==> config.mk <==
export PLATFORM = sky130hd
export DESIGN_NAME = sseg_capture
export DESIGN_NICKNAME = d
export VERILOG_FILES = /design/src/rtl/sseg_capture_pkg.sv /design/src/rtl/sseg_pattern_decode.sv /design/src/rtl/sseg_capture.sv
export SDC_FILE = /design/constraint.sdc
export NUM_CORES = 1
export LEC_CHECK = 0
export BUFFER_PORTS_ARGS = -buffer_cell sky130_fd_sc_hd__buf_2
export CAP_MARGIN = 20
export CORE_MARGIN = 3
export CORE_UTILIZATION = 25
export CTS_CLUSTER_DIAMETER = 150
export DETAILED_ROUTE_END_ITERATION = 8
export PLACE_DENSITY = 0.38
export SETUP_SLACK_MARGIN = 0.4
export SYNTH_ARGS = -nofsm -noshare
export SYNTH_HDL_FRONTEND = slang
export SYNTH_SLANG_ARGS = --single-unit
==> constraint.sdc <==
create_clock -name clk -period 4.2 [get_ports clk]
set_clock_uncertainty 0.2 [all_clocks]
set_input_delay 0.63 -clock clk [delete_from_list [all_inputs] [get_ports clk]]
set_output_delay 0.63 -clock clk [all_outputs]
set_load 0.01 [all_outputs]
==> src/rtl/sseg_capture_pkg.sv <==
// rtl/sseg_capture_pkg.sv - shared 7-segment tables and polarity constants
package sseg_capture_pkg;

  localparam int SEG_DP = 0;
  localparam logic ACTIVE_LOW_SEL = 1'b1;
  localparam logic ACTIVE_LOW_SEG = 1'b1;

  // abcdefg, active-high; the display driver encodes from the same table
  localparam logic [6:0] SEG_0 = 7'b1111110;
  localparam logic [6:0] SEG_1 = 7'b0110000;
  localparam logic [6:0] SEG_2 = 7'b1101101;
  localparam logic [6:0] SEG_3 = 7'b1111001;
  localparam logic [6:0] SEG_4 = 7'b0110011;
  localparam logic [6:0] SEG_5 = 7'b1011011;
  localparam logic [6:0] SEG_6 = 7'b1011111;
  localparam logic [6:0] SEG_7 = 7'b1110000;
  localparam logic [6:0] SEG_8 = 7'b1111111;
  localparam logic [6:0] SEG_9 = 7'b1111011;
  localparam logic [6:0] SEG_A = 7'b1110111;
  localparam logic [6:0] SEG_B = 7'b0011111;
  localparam logic [6:0] SEG_C = 7'b1001110;
  localparam logic [6:0] SEG_D = 7'b0111101;
  localparam logic [6:0] SEG_E = 7'b1001111;
  localparam logic [6:0] SEG_F = 7'b1000111;

  typedef enum logic [1:0] {
    SEL_BLANK = 2'd0,
    SEL_ONE   = 2'd1,
    SEL_MULTI = 2'd2
  } sel_kind_e;

  function automatic sel_kind_e classify_sel(input logic [3:0] sel_on);
    int unsigned n;
    n = 0;
    for (int i = 0; i < 4; i++) n += int'(sel_on[i]);
    if (n == 0) return SEL_BLANK;
    if (n == 1) return SEL_ONE;
    return SEL_MULTI;
  endfunction

  function automatic logic [1:0] sel_index(input logic [3:0] sel_on);
    logic [1:0] idx;
    idx = 2'd0;
    for (int i = 0; i < 4; i++) if (sel_on[i]) idx = 2'(i);
    return idx;
  endfunction

endpackage

==> src/rtl/sseg_pattern_decode.sv <==
// rtl/sseg_pattern_decode.sv - active-high abcdefg pattern to hex digit
module sseg_pattern_decode
  import sseg_capture_pkg::*;
(
  input  logic [6:0] pattern,
  output logic       hit,
  output logic [3:0] hex
);

  always_comb begin
    hit = 1'b1;
    hex = 4'h0;
    case (pattern)
      SEG_0:   hex = 4'h0;
      SEG_1:   hex = 4'h1;
      SEG_2:   hex = 4'h2;
      SEG_3:   hex = 4'h3;
      SEG_4:   hex = 4'h4;
      SEG_5:   hex = 4'h5;
      SEG_6:   hex = 4'h6;
      SEG_7:   hex = 4'h7;
      SEG_8:   hex = 4'h8;
      SEG_9:   hex = 4'h9;
      SEG_A:   hex = 4'hA;
      SEG_B:   hex = 4'hB;
      SEG_C:   hex = 4'hC;
      SEG_D:   hex = 4'hD;
      SEG_E:   hex = 4'hE;
      SEG_F:   hex = 4'hF;
      default: hit = 1'b0;
    endcase
  end

endmodule

==> src/rtl/sseg_capture.sv <==
// rtl/sseg_capture.sv - filters and decodes a multiplexed 7-segment bus back to hex digits
module sseg_capture
  import sseg_capture_pkg::*;
#(
  parameter int SETTLE_CYCLES = 16,
  parameter int CNT_W         = 5
) (
  input  logic        clk,
  input  logic        reset,
  input  logic [3:0]  disp_select,
  input  logic [7:0]  seven_value,
  input  logic        err_clr,
  output logic [15:0] digits,
  output logic [3:0]  dp,
  output logic [3:0]  digit_valid,
  output logic        frame_strobe,
  output logic        seg_error,
  output logic        sel_error
);

  localparam logic [CNT_W-1:0] CNT_MAX = CNT_W'(SETTLE_CYCLES);
  localparam logic [CNT_W-1:0] CNT_CAP = CNT_W'(SETTLE_CYCLES - 1);

  logic [3:0]       sel_q, sel_d;
  logic [7:0]       seg_q, seg_d;
  logic [CNT_W-1:0] cnt;
  logic [3:0]       seen;

  logic       match, capture;
  logic [3:0] sel_on;
  logic [7:0] seg_on;
  sel_kind_e  sel_kind;
  logic [1:0] idx;
  logic       hit;
  logic [3:0] hex;
  logic       digit_load, seg_err_set, sel_err_set;
  logic [3:0] seen_next;

  assign match   = (sel_q == sel_d) && (seg_q == seg_d);
  assign capture = match && (cnt == CNT_CAP);

  assign sel_on   = ACTIVE_LOW_SEL ? ~sel_q : sel_q;
  assign seg_on   = ACTIVE_LOW_SEG ? ~seg_q : seg_q;
  assign sel_kind = classify_sel(sel_on);
  assign idx      = sel_index(sel_on);

  sseg_pattern_decode u_decode (
    .pattern (seg_on[7:1]),
    .hit     (hit),
    .hex     (hex)
  );

  assign digit_load  = capture && (sel_kind == SEL_ONE) && hit;
  assign seg_err_set = capture && (sel_kind == SEL_ONE) && !hit;
  assign sel_err_set = capture && (sel_kind == SEL_MULTI);
  assign seen_next   = seen | (4'b0001 << idx);

  always_ff @(posedge clk) begin
    if (!reset) begin
      sel_q        <= '0;
      sel_d        <= '0;
      seg_q        <= '0;
      seg_d        <= '0;
      cnt          <= '0;
      seen         <= '0;
      digits       <= '0;
      dp           <= '0;
      digit_valid  <= '0;
      frame_strobe <= 1'b0;
      seg_error    <= 1'b0;
      sel_error    <= 1'b0;
    end else begin
      sel_q <= disp_select;
      seg_q <= seven_value;
      sel_d <= sel_q;
      seg_d <= seg_q;

      // saturating so capture fires only once per stable period
      if (!match)
        cnt <= '0;
      else if (cnt != CNT_MAX)
        cnt <= cnt + 1'b1;

      frame_strobe <= 1'b0;
      seg_error    <= (seg_error && !err_clr) || seg_err_set;
      sel_error    <= (sel_error && !err_clr) || sel_err_set;

      if (digit_load) begin
        digits[{idx, 2'b00} +: 4] <= hex;
        dp[idx]                   <= seg_on[SEG_DP];
        digit_valid[idx]          <= 1'b1;
        if (seen_next == 4'b1111) begin
          frame_strobe <= 1'b1;
          seen         <= '0;
        end else begin
          seen <= seen_next;
        end
      end
    end
  end

endmodule
==> run_results.csv <==
group,metric,value,unit
grt,first_global_vias,2152,
grt,grt_start_max_net_pins,54,
clock_tree,cts_max_path_buffers,2,
critical_path,r2r_slack,1310,ps
route,drt.antenna.violating_nets,0,
floorplanning,start_util,26.18,%
run,number_of_max_cap_violations,0,
run_status,status,"complete, no violations",
clock_tree,cts_made_buffers,9,
pwr,switchingPower,309.9,µW
route,routed_wire_length_per_instance,13.75,µm
route,post-route-drc-count,0,
route,first_drt_pass_iteration_count,4,
synthesis,dominantRegCellSynth,"dfxtp_1",
layout,layout.filler_cells,1117,
layout,layout-drive-gt1-share,20.42,%
synthesis,synthTopCellsByArea,"dfxtp_1, mux2i_1, and2_1",
critical_path,worstRegToRegCells,8,
clock_tree,clkTransAtPathRegs,70,ps
critical_path,timing_worst_setup_path_type,"flop to flop",
place,portBuffers,41,
floorplanning,boundaryPins,42,
timing,max_slew.worst_pin.slew,851.2,ps
synthesis,yosys_warns,0,
floorplanning,design.core.area,10510,µm²
timing,report.final.setup_viol,0,
timing,slew_violations,0,
synthesis,total_standard_cell_area_after_synthesis,2751,µm²
layout,final_cell_area,3233,µm²
critical_path,worst-path-max-fanout,10,
timing,final_hold_viol_count,0,
place,placement_cell_area,3045,µm²
pwr,max_rail_drop_vdd,0.1258,mV
floorplanning,rows,37,
worst_hold_path,holdCritStartpoint,"digits[8]",
pwr,power_frac_seq,51.4,%
synthesis,synthDistinctLibCells,50,
timing,setup_repair_after_global_routing_missed_its_margin,"false",
timing,layout_worst_path_cycle_share,68.76,%
synthesis,synth_cells,293,
clock_tree,cts.sink_count,60,
synthesis,postSynthAreaPerCell,9.390,µm²
layout,final_util,30.77,%
layout,synthToLayoutAreaGrowth,17.51,%
grt,initial_antenna_violation_count,0,
synthesis,post-synth-top-area-cell,"dfxtp_1",
clock_tree,clk-insertion-delay-late,340,ps
route,detail_route.wirelength,6451,µm
clock_tree,cts_repair_resize_count,0,
place,detailedPlacementHpwl,4641,µm
critical_path,worst-endpoint-arrival,2930,ps
critical_path,end_kind,"flop",
timing,achievable_freq,346.3,MHz
grt,grt_overflow,0,
clock_tree,cts_tree,"built",
pwr,power_density_over_cell_area,362.4,nW/µm²
clock_tree,cts-htree-levels,3,
timing,final.min_clock_period,2888,ps
critical_path,critical_path.reg2reg.startpoint,"sel_q[3]",
timing,holdWs,256.0,ps
synthesis,yosys_register_bits,60,
timing,fin_setup_tns,0,ps
critical_path,regToRegEndpoint,"seen[2]",
route,avg_vias_per_cell,4.537,
synthesis,async_s_r_ff_share_synth,0,%
floorplanning,die-width,110.9,µm
critical_path,start_kind,"flop",
grt,wire_length_of_the_first_global_routing_pass,11200,µm
clock_tree,cts_setup_buffers,0,
route,vias,2128,
synthesis,synthesis.nets,314,
place,place_congestion,0.7238,
critical_path,cp.required,4250,ps
layout,antenna-diode-count,0,
worst_hold_path,hold-path-cell-count,2,
pwr,internal_power,861.7,µW
worst_hold_path,min_path_type,"flop to flop",
worst_hold_path,hold_end,"digits[8]",
grt,groute.usage.overall,11.27,%
synthesis,ys_seq_area_share,43.66,%
timing,max-slew-margin-rel,42.46,%
pwr,clockPowerShare,41.2,%
pwr,switching_share,26.45,%
clock_tree,clk_root_buffer_cell,"clkbuf_8",
clock_tree,number_of_buffers_added_to_fix_hold_violations_after_cts,0,
layout,final_net_count,349,
pwr,leakagePower,0.001292,µW
floorplanning,die_area,12300,µm²
floorplanning,die_y,110.9,µm
route,drt-initial-drc-count,103,
synthesis,fraction_of_synthesized_cell_area_taken_by_the_top_area_cell_type,43.66,%
pwr,combPwrFrac,7.5,%
synthesis,synth_edf_count,0,
critical path: stages, from the launching register on:
cell and delay, ps:
dfxtp_1 570, fa_1 490, inv_1 60, ha_1 130, ha_1 210, nor2_1 200
and4_1 390, o211ai_2 250, a211oi_1 280
cell usage in the layout, fill, tap and decap left out, types with 2 or more instances in the layout:
master,netlist,routed
dfxtp_1,60,60
buf_2,5,41
nand2_1,30,30
and2_1,21,21
mux2i_1,20,20
nor2_1,15,15
xnor2_1,14,14
inv_1,13,13
nand3_1,13,13
clkbuf_8,0,11
a21oi_1,8,8
nand4_1,6,6
nor3_1,5,5
nand2b_1,5,5
a211oi_1,5,5
ha_1,5,5
o21ai_0,4,4
o211ai_1,4,4
o21a_1,4,4
and3_1,3,3
a31oi_1,3,3
nand3b_1,3,3
o211ai_2,3,3
clkinvlp_4,0,3
nor4b_1,2,2
nor2b_1,2,2
or2_1,2,2
nor4_1,2,2
a21o_1,2,2
a2111oi_4,2,2
cell usage after synthesis, types with 5 or more instances:
cell type and n:
buf_2 5, and2_1 21, xnor2_1 14, inv_1 13, mux2i_1 20, nand3_1 13, nor3_1 5, ha_1 5
dfxtp_1 60, nand2_1 30, a211oi_1 5, nand4_1 6, nand2b_1 5, a21oi_1 8, clkbuf_1 10, nor2_1 15
state kept, by name, summed over array words and instances, names as in the netlist:
signal and cells:
cnt 5, sel_q 4, frame_strobe 1, dp 4, seg_q 8, sel_d 4
seg_d 8, digits 16, digit_valid 4, sel_error 1, seen 4, seg_error 1
power groups by stage:
stage	Sequential [µW]	Combinational [µW]	Clock (µW)
finish	602	87.5	482
global route	604	101	533
CTS	602	89.2	505
detailed placement	615	88.7	0
global placement	616	89.5	0
floorplan	599	81.3	0
final cells by class:
class | count | area, µm² | area share, %
multi-input combinational | 200 | 1405 | 43.46
sequential | 60 | 1201 | 37.15
timing repair buffer | 42 | 212.7 | 6.579
tap | 136 | 170.2 | 5.263
clock buffer | 11 | 151.4 | 4.683
inverter | 15 | 56.30 | 1.741
clock inverter | 5 | 36.28 | 1.122
metal layers:
metal | track usage (%) | part of all wire [%] | vias to the layer above
met5 | 0 | 0 | -
met1 | 14.48 | 48 | 986
met2 | 17.48 | 45 | 56
met3 | 4.421 | 5.6 | 10
li1 | - | - | 1076
met4 | 3.284 | 1.3 | 0
per-stage QoR:
step,setup WS [ps],cells,power [µW]
detailed placement,1306,453,704.0
CTS,1313,469,1196
finish,1312,469,1172
global route,1087,469,1238
global placement,1380,453,705.7
floorplan,1587,293,680.0
cells by family (layout without fill, tap and decap cells):
| group | count (synthesis) | count (layout) | share of synthesized area [%] |
|---|---|---|---|
| xor gates and xnor gates | 15 | 15 | 4.775 |
| and+or+nand+nor | 116 | 116 | 22.74 |
| DFF | 60 | 60 | 43.66 |
| muxes | 20 | 20 | 7.276 |
| adders and majority gates | 6 | 6 | 3.001 |
| AOI/OAI and AO/OA | 43 | 43 | 13.28 |
| buffers and inverters | 33 | 73 | 5.275 |
worst max path at each step:
stage | from | endpoint | slack [ps] | cells after the start
finish | sel_q[3] | seen[2] | 1310 | 8
detailed placement | sel_q[3] | seen[2] | 1310 | 8
CTS | sel_q[3] | digits[15] | 1310 | 8
global placement | sel_q[1] | digits[12] | 1380 | 8
global route | sel_q[3] | dp[0] | 1090 | 8
floorplan | sel_q[1] | dp[2] | 1590 | 8
No activity file was read; power rests on OpenSTA's default activity.
